`config.mk`:
```
export PLATFORM = sky130hd
export DESIGN_NAME = fft_frame_ctrl_flat
export DESIGN_NICKNAME = d
export VERILOG_FILES = /design/src/rtl/fft_frame_ctrl_if.sv /design/src/rtl/fft_frame_ctrl.sv /design/src/flat_wrapper.sv
export SDC_FILE = /design/constraint.sdc
export NUM_CORES = 1
export LEC_CHECK = 0
export ABC_AREA = 1
export BUFFER_PORTS_ARGS = -buffer_cell sky130_fd_sc_hd__buf_2
export CORE_ASPECT_RATIO = 1.4
export CORE_UTILIZATION = 35
export DETAILED_ROUTE_END_ITERATION = 7
export GPL_TIMING_DRIVEN = 0
export MAX_ROUTING_LAYER = met4
export SYNTH_ARGS = -nofsm -noshare
export SYNTH_HDL_FRONTEND = slang
export SYNTH_SLANG_ARGS = --single-unit
```
`constraint.sdc`:
```
create_clock -name iclk -period 3.2 [get_ports iclk]
set_input_delay 0.64 -clock iclk [delete_from_list [all_inputs] [get_ports iclk]]
set_output_delay 0.64 -clock iclk [all_outputs]
set_load 0.02 [all_outputs]
```
`src/rtl/fft_frame_ctrl_if.sv`:
```
// Bus bundle for fft_frame_ctrl: sample source, first-stage feed, last-stage results and indexed output stream.
// The slave modport is the controller's view; master is the environment's view.
interface fft_frame_ctrl_if #(
    parameter int TOTAL_STAGE = 8,
    parameter int CPLX_WIDTH  = 32
);
    logic                   s_valid;
    logic [CPLX_WIDTH-1:0]  s_data;
    logic                   s_ready;

    logic                   fft_en;
    logic [TOTAL_STAGE-1:0] fft_addr;
    logic [CPLX_WIDTH-1:0]  fft_data;

    logic                   res_en;
    logic [CPLX_WIDTH-1:0]  res_data;

    logic                   m_valid;
    logic [CPLX_WIDTH-1:0]  m_data;
    logic [TOTAL_STAGE-1:0] m_index;

    modport master (
        output s_valid, s_data, res_en, res_data,
        input  s_ready, fft_en, fft_addr, fft_data, m_valid, m_data, m_index
    );

    modport slave (
        input  s_valid, s_data, res_en, res_data,
        output s_ready, fft_en, fft_addr, fft_data, m_valid, m_data, m_index
    );
endinterface

```
`src/rtl/fft_frame_ctrl.sv`:
```
// Frame sequencer for a streaming FFT: feeds gap-free N-sample frames into the first stage,
// tags last-stage results with their bin index, and tracks frames still in flight.
module fft_frame_ctrl #(
    parameter int TOTAL_STAGE = 8,
    parameter int CPLX_WIDTH  = 32,
    parameter int DRAIN_MAX   = 1024
) (
    input  logic              iclk,
    input  logic              rst_n,
    input  logic              start,
    input  logic              cont,
    input  logic              err_clr,
    output logic              busy,
    output logic              frame_done,
    output logic              err_underrun,
    output logic              err_timeout,
    fft_frame_ctrl_if.slave   bus
);

    localparam int                     DW         = $clog2(DRAIN_MAX + 1);
    localparam logic [TOTAL_STAGE-1:0] LAST_BIN   = '1;
    localparam logic [DW-1:0]          DRAIN_LAST = DW'(DRAIN_MAX - 1);

    typedef enum logic [1:0] {
        IDLE  = 2'd0,
        FEED  = 2'd1,
        DRAIN = 2'd2
    } state_t;

    state_t                 state_q;
    logic [TOTAL_STAGE-1:0] in_cnt_q;
    logic [TOTAL_STAGE-1:0] out_cnt_q;
    logic [DW-1:0]          drain_cnt_q;
    logic [3:0]             outst_q;
    logic [3:0]             outst_d;

    logic                   fft_en_q;
    logic [TOTAL_STAGE-1:0] fft_addr_q;
    logic [CPLX_WIDTH-1:0]  fft_data_q;
    logic                   m_valid_q;
    logic [CPLX_WIDTH-1:0]  m_data_q;
    logic [TOTAL_STAGE-1:0] m_index_q;
    logic                   frame_done_q;
    logic                   err_under_q;
    logic                   err_to_q;

    logic                   frame_issued;
    logic                   drain_timeout;

    assign frame_issued  = (state_q == FEED)  && (in_cnt_q == LAST_BIN);
    assign drain_timeout = (state_q == DRAIN) && (drain_cnt_q == DRAIN_LAST);

    // Outstanding frames: issued but not yet seen complete on the result side.
    always_comb begin
        outst_d = outst_q;
        if (drain_timeout) begin
            outst_d = 4'd0;
        end else if (frame_issued && !frame_done_q) begin
            if (outst_q != 4'hF) outst_d = outst_q + 4'd1;
        end else if (!frame_issued && frame_done_q) begin
            if (outst_q != 4'd0) outst_d = outst_q - 4'd1;
        end
    end

    always_ff @(posedge iclk or negedge rst_n) begin
        if (!rst_n) begin
            state_q     <= IDLE;
            in_cnt_q    <= '0;
            drain_cnt_q <= '0;
            outst_q     <= 4'd0;
            fft_en_q    <= 1'b0;
            fft_addr_q  <= '1;
            fft_data_q  <= '0;
            err_under_q <= 1'b0;
            err_to_q    <= 1'b0;
        end else begin
            outst_q     <= outst_d;
            fft_en_q    <= 1'b0;
            fft_addr_q  <= '1;
            fft_data_q  <= '0;
            err_under_q <= (err_under_q && !err_clr) || ((state_q == FEED) && !bus.s_valid);
            err_to_q    <= (err_to_q && !err_clr) || drain_timeout;

            case (state_q)
                IDLE: begin
                    if (start) begin
                        state_q  <= FEED;
                        in_cnt_q <= '0;
                    end
                end
                FEED: begin
                    // A missing sample is replaced by zero so downstream stages never see a gap.
                    fft_en_q    <= 1'b1;
                    fft_addr_q  <= in_cnt_q;
                    fft_data_q  <= bus.s_valid ? bus.s_data : '0;
                    in_cnt_q    <= in_cnt_q + 1'b1;
                    drain_cnt_q <= '0;
                    if (frame_issued && !cont) state_q <= DRAIN;
                end
                DRAIN: begin
                    drain_cnt_q <= drain_cnt_q + 1'b1;
                    if (drain_timeout) begin
                        state_q <= IDLE;
                    end else if ((out_cnt_q == '0) && (outst_q == 4'd0)) begin
                        state_q <= IDLE;
                    end
                end
                default: state_q <= IDLE;
            endcase
        end
    end

    // Result path runs in every state so late results are never dropped.
    always_ff @(posedge iclk or negedge rst_n) begin
        if (!rst_n) begin
            out_cnt_q    <= '0;
            m_valid_q    <= 1'b0;
            m_data_q     <= '0;
            m_index_q    <= '0;
            frame_done_q <= 1'b0;
        end else begin
            m_valid_q    <= bus.res_en;
            frame_done_q <= bus.res_en && (out_cnt_q == LAST_BIN);
            if (bus.res_en) begin
                m_data_q  <= bus.res_data;
                m_index_q <= out_cnt_q;
                out_cnt_q <= out_cnt_q + 1'b1;
            end
        end
    end

    assign busy         = (state_q != IDLE);
    assign frame_done   = frame_done_q;
    assign err_underrun = err_under_q;
    assign err_timeout  = err_to_q;

    assign bus.s_ready  = (state_q == FEED);
    assign bus.fft_en   = fft_en_q;
    assign bus.fft_addr = fft_addr_q;
    assign bus.fft_data = fft_data_q;
    assign bus.m_valid  = m_valid_q;
    assign bus.m_data   = m_data_q;
    assign bus.m_index  = m_index_q;

endmodule

```
`src/flat_wrapper.sv`:
```
// flat-port wrapper written by rule: the top's interface ports become plain ports
module fft_frame_ctrl_flat 
#(
    parameter int TOTAL_STAGE = 8,
    parameter int CPLX_WIDTH  = 32,
    parameter int DRAIN_MAX   = 1024
)
  (iclk, rst_n, start, cont, err_clr, busy, frame_done, err_underrun, err_timeout, bus_s_valid, bus_s_data, bus_res_en, bus_res_data, bus_s_ready, bus_fft_en, bus_fft_addr, bus_fft_data, bus_m_valid, bus_m_data, bus_m_index);
  fft_frame_ctrl_if #(.TOTAL_STAGE(TOTAL_STAGE), .CPLX_WIDTH(CPLX_WIDTH)) bus_i ();
  input  logic iclk;
  input  logic rst_n;
  input  logic start;
  input  logic cont;
  input  logic err_clr;
  output logic busy;
  output logic frame_done;
  output logic err_underrun;
  output logic err_timeout;
  input wire logic [$bits(bus_i.s_valid)-1:0] bus_s_valid;
  input wire logic [$bits(bus_i.s_data)-1:0] bus_s_data;
  input wire logic [$bits(bus_i.res_en)-1:0] bus_res_en;
  input wire logic [$bits(bus_i.res_data)-1:0] bus_res_data;
  output wire logic [$bits(bus_i.s_ready)-1:0] bus_s_ready;
  output wire logic [$bits(bus_i.fft_en)-1:0] bus_fft_en;
  output wire logic [$bits(bus_i.fft_addr)-1:0] bus_fft_addr;
  output wire logic [$bits(bus_i.fft_data)-1:0] bus_fft_data;
  output wire logic [$bits(bus_i.m_valid)-1:0] bus_m_valid;
  output wire logic [$bits(bus_i.m_data)-1:0] bus_m_data;
  output wire logic [$bits(bus_i.m_index)-1:0] bus_m_index;
  assign bus_i.s_valid = bus_s_valid;
  assign bus_i.s_data = bus_s_data;
  assign bus_i.res_en = bus_res_en;
  assign bus_i.res_data = bus_res_data;
  assign bus_s_ready = bus_i.s_ready;
  assign bus_fft_en = bus_i.fft_en;
  assign bus_fft_addr = bus_i.fft_addr;
  assign bus_fft_data = bus_i.fft_data;
  assign bus_m_valid = bus_i.m_valid;
  assign bus_m_data = bus_i.m_data;
  assign bus_m_index = bus_i.m_index;
  fft_frame_ctrl #(.TOTAL_STAGE(TOTAL_STAGE), .CPLX_WIDTH(CPLX_WIDTH), .DRAIN_MAX(DRAIN_MAX)) u_core (.iclk(iclk), .rst_n(rst_n), .start(start), .cont(cont), .err_clr(err_clr), .busy(busy), .frame_done(frame_done), .err_underrun(err_underrun), .err_timeout(err_timeout), .bus(bus_i));
endmodule
```
==> impl_results.md <==
* Crit path max fanout at 6
* Vias/cell at 4.43
* Leak at 3.68 nW
* Vias in the first global route at 4218
* Setup TNS at 0 ps
* GRT Max-Usage Layer: met2
* Synth area leader: dfrtp_1
* Netlist cell types at 38
* Layout area overhead at 32.9%
* Crit path time final at 2650 ps
* CP startpoint kind: flip-flop
* Final worst-path cycle share at 82.7%
* Max_cap viols at 0
* TritonCTS clock tree: yes
* Post-Route WL at 11100 um
* Die H at 143 um
* DP Area at 6030 um2
* Req. time, crit path at 3490 ps
* Worst path slowest cell: dfrtp_1
* Max stage delay on crit path at 400 ps
* Critical R2R Launch: u_core.state_q[1]
* Worst slack, placed at 496 ps
* Die footprint at 14700 um2
* Total vias in the final route at 4068
* Die width at 103 um
* Power density over the cells at 756 nW/um2
* Rel. slew slack at 63.2%
* M3 GR Usage at 4.80%
* Worst EP arrival at 2940 ps
* Family with the most delay on the worst path: adder cells
* Gate count of the mapped netlist at 545
* Pre-Repair DR Iteration Count at 4
* Post-Syn Area at 4980 um2
* Area contributors post-synth: dfrtp_1 (55%), nand2_1 (13%), inv_1 (5.4%), dfstp_2 (4.2%), nor2_1 (4.1%)
* Status: complete, no violations
* Critical path type: flip-flop to flip-flop
* Routed wire per std cell at 12.1 um
* CTS Buffer Depth at 2
* Gr ovfl total at 0
* Final hold violation count at 0
* H-tree depth at 4
* Root Buffer: clkbuf_16
* Synth Area in Adders at 2.91%
* Slew @ Worst Pin at 552 ps
* Post-CTS Setup Bufs at 0
* Multiplexer share of the synthesized area at 0%
* Design area at 6620 um2
* CTS buffer count at 17
* Global-route met2 utilization at 29.2%
* Total track usage at 17.4%
* Net Count, Synth at 627
* Synth Warn # at 0
* Port buffer count at 157
* CTS clk-pin slew, worst paths at 60 ps
* Synth top area share at 55.3%
* Met1 global-route usage at 18.9%
* Post-DRT Antenna Nets at 0
* Setup violators final at 0
* Worst setup margin at 554 ps
* RSZ-0062 raised after global routing: no
* Yosys reg bits at 118
* Max-slew violations at 0
* Core footprint at 13900 um2
* Clock Skew at 9.53 ps
* Complex-gate fraction of the synthesized area at 3.54%
* WP buf/inv at 3
* Clk_lat worst skew at 400 ps
* Post-Syn Area per Cell at 9.14 um2
* Peak supply drop at 0.000345 V
* Simple-Gate Fraction of Synth Area at 24.9%
* Total Nets Final at 804
* Synth Area in XOR/XNOR at 1.76%
* Main combinational cell family by area after synthesis: simple AND/OR/NAND/NOR gates
* Ports at 158
* FMAX at 378 MHz
* Row Count at 51
* Initial Utilization at 35.8%
* Post-DP HPWL at 8370 um
* Crit. Startpoint: u_core.state_q[1]
* Seq/Total Area, Yosys at 59.5%
* Crit end category: flip-flop
* Largest net degree at the start of global routing at 62
* Crit-path cells: inv_1 > ha_1 > inv_1 > nor3_1 > ha_1 > inv_1 > ha_1 > a21oi_1 > nand2_1 > xnor2_1 > a21oi_1
* Gpl congestion at 0.811
* ANT cells at 0
* Hold crit path type: primary input to async pin
* First-pass GRT wire length at 18900 um
* Hold-fix buffer count after cts at 0
* CTS resizes at 0
* 1st-iter DRT viols at 150
* DRC at 0
* Layout cell share with drive strength beyond 1 at 32.6%
* Initial antenna violation count at 0
* Filler Cells Inserted at 1396
* CTS sink count at 118
cell families (layout without fill, tap and decap cells):
kind of cell             count (synthesis)  after routing
AO/OA/AOI/OAI                           32             32
adder cells (fa/ha/maj)                 11             11
buffers and inverters                   92            280
XOR/XNOR                                10             10
AND/OR/NAND/NOR                        282            282
flip-flops                             118            118
placed cells by master (no fill, tap or decap), types with 2 or more instances in the layout:
cell        Yosys  final
a21oi_1         8      8
buf_2           6    162
buf_4           2      2
buf_6           1      2
bufinv_16       0      3
clkbuf_1        6      7
clkbuf_16       0     17
clkinv_4        0      2
clkinvlp_4      0      6
dfrtp_1       110    110
dfstp_2         8      8
ha_1           10     10
inv_1          71     71
inv_2           5      5
nand2_1       170    170
nand2_2        10     10
nand2_4         2      2
nand3_1        17     17
nand3_2         2      2
nand4_1         6      6
nor2_1         54     54
nor2_2          4      4
nor2_4          2      2
nor3_1          4      4
nor3b_1         2      2
nor3b_2         2      2
o21ai_0        16     16
o21bai_1        2      2
o22ai_1         3      3
or2_2           2      2
xnor2_1         2      2
xor2_1          8      8
cell usage after synthesis:
cell type    n
a21oi_1      8
a21oi_2      1
and2_1       1
buf_2        6
buf_4        2
buf_6        1
clkbuf_1     6
dfrtp_1    110
dfstp_2      8
fa_1         1
ha_1        10
inv_1       71
inv_2        5
inv_4        1
nand2_1    170
nand2_2     10
nand2_4      2
nand3_1     17
nand3_2      2
nand3b_2     1
nand4_1      6
nor2_1      54
nor2_2       4
nor2_4       2
nor3_1       4
nor3_2       1
nor3_4       1
nor3b_1      2
nor3b_2      2
o21ai_0     16
o21ai_1      1
o21ai_2      1
o21bai_1     2
o22ai_1      3
or2_1        1
or2_2        2
xnor2_1      2
xor2_1       8
path summary, 6_finish.rpt:
kind                                           endpoint  slack, ps  cells after the start
worst max-delay path                  u_core.outst_q[3]        550                     11
max in group asynchronous       u_core.bus.fft_data[19]       2330                      2
worst min register to register    u_core.bus.m_data[21]        460                      2
worst max register to register        u_core.outst_q[3]        550                     11
min in group iclk                    u_core.bus.m_valid        380                      1
worst min-delay path              u_core.bus.m_index[6]        190                      1
area by class of cell:
cell class / instances / area (um2) / share of cell area (%)
Buffer: 15 / 78.8 / 1.19
Multi-Input combinational cell: 335 / 1650 / 24.9
Tap cell: 185 / 231 / 3.50
Clock buffer: 18 / 429 / 6.48
Timing Repair Buffer: 158 / 820 / 12.4
Sequential cell: 118 / 2960 / 44.8
Inverter: 77 / 292 / 4.40
Clock inverter: 12 / 158 / 2.38
through the flow:
stage | util [%] | std cells | hold WS (ps) | power [W]
after floorplan | - | 545 | 344 | 0.00273
after global placement | 43.1 | 887 | 450 | 0.00313
after detailed placement | 43.4 | 888 | 453 | 0.00317
after CTS | 47.6 | 918 | 216 | 0.00508
after global routing | 47.6 | 918 | 219 | 0.00529
final | 47.6 | 918 | 189 | 0.00501
state kept, by name, indices dropped and copies added, names as in the netlist:
signal / flops
u_core.bus.fft_data: 32
u_core.bus.m_data: 32
u_core.drain_cnt_q: 11
u_core.bus.fft_addr: 8
u_core.bus.m_index: 8
u_core.in_cnt_q: 8
u_core.out_cnt_q: 8
u_core.outst_q: 4
u_core.state_q: 2
u_core.bus.fft_en: 1
u_core.bus.m_valid: 1
u_core.err_timeout: 1
u_core.err_underrun: 1
u_core.frame_done: 1
worst register-to-register path: cells and delay by family, from the launching register on:
family | cells | cell delay [ps]
adders and majority gates | 3 | 890
and+or+nand+nor | 2 | 480
DFF | 1 | 400
buffers and inverters | 3 | 360
AOI/OAI and AO/OA | 2 | 270
xor gates and xnor gates | 1 | 150
power by group:
part           switching, W  total, W  internal [W]
combinational      0.000820   0.00121      0.000386
clock              0.000660   0.00187       0.00121
sequential         0.000148   0.00193       0.00178
layer usage:
metal	wire [um]	share of wire, %
met1	4510	40
met2	5750	52
met5	0	0
met3	569	5.1
met4	322	2.9
Note: power is estimated with default switching activity, not from simulation.
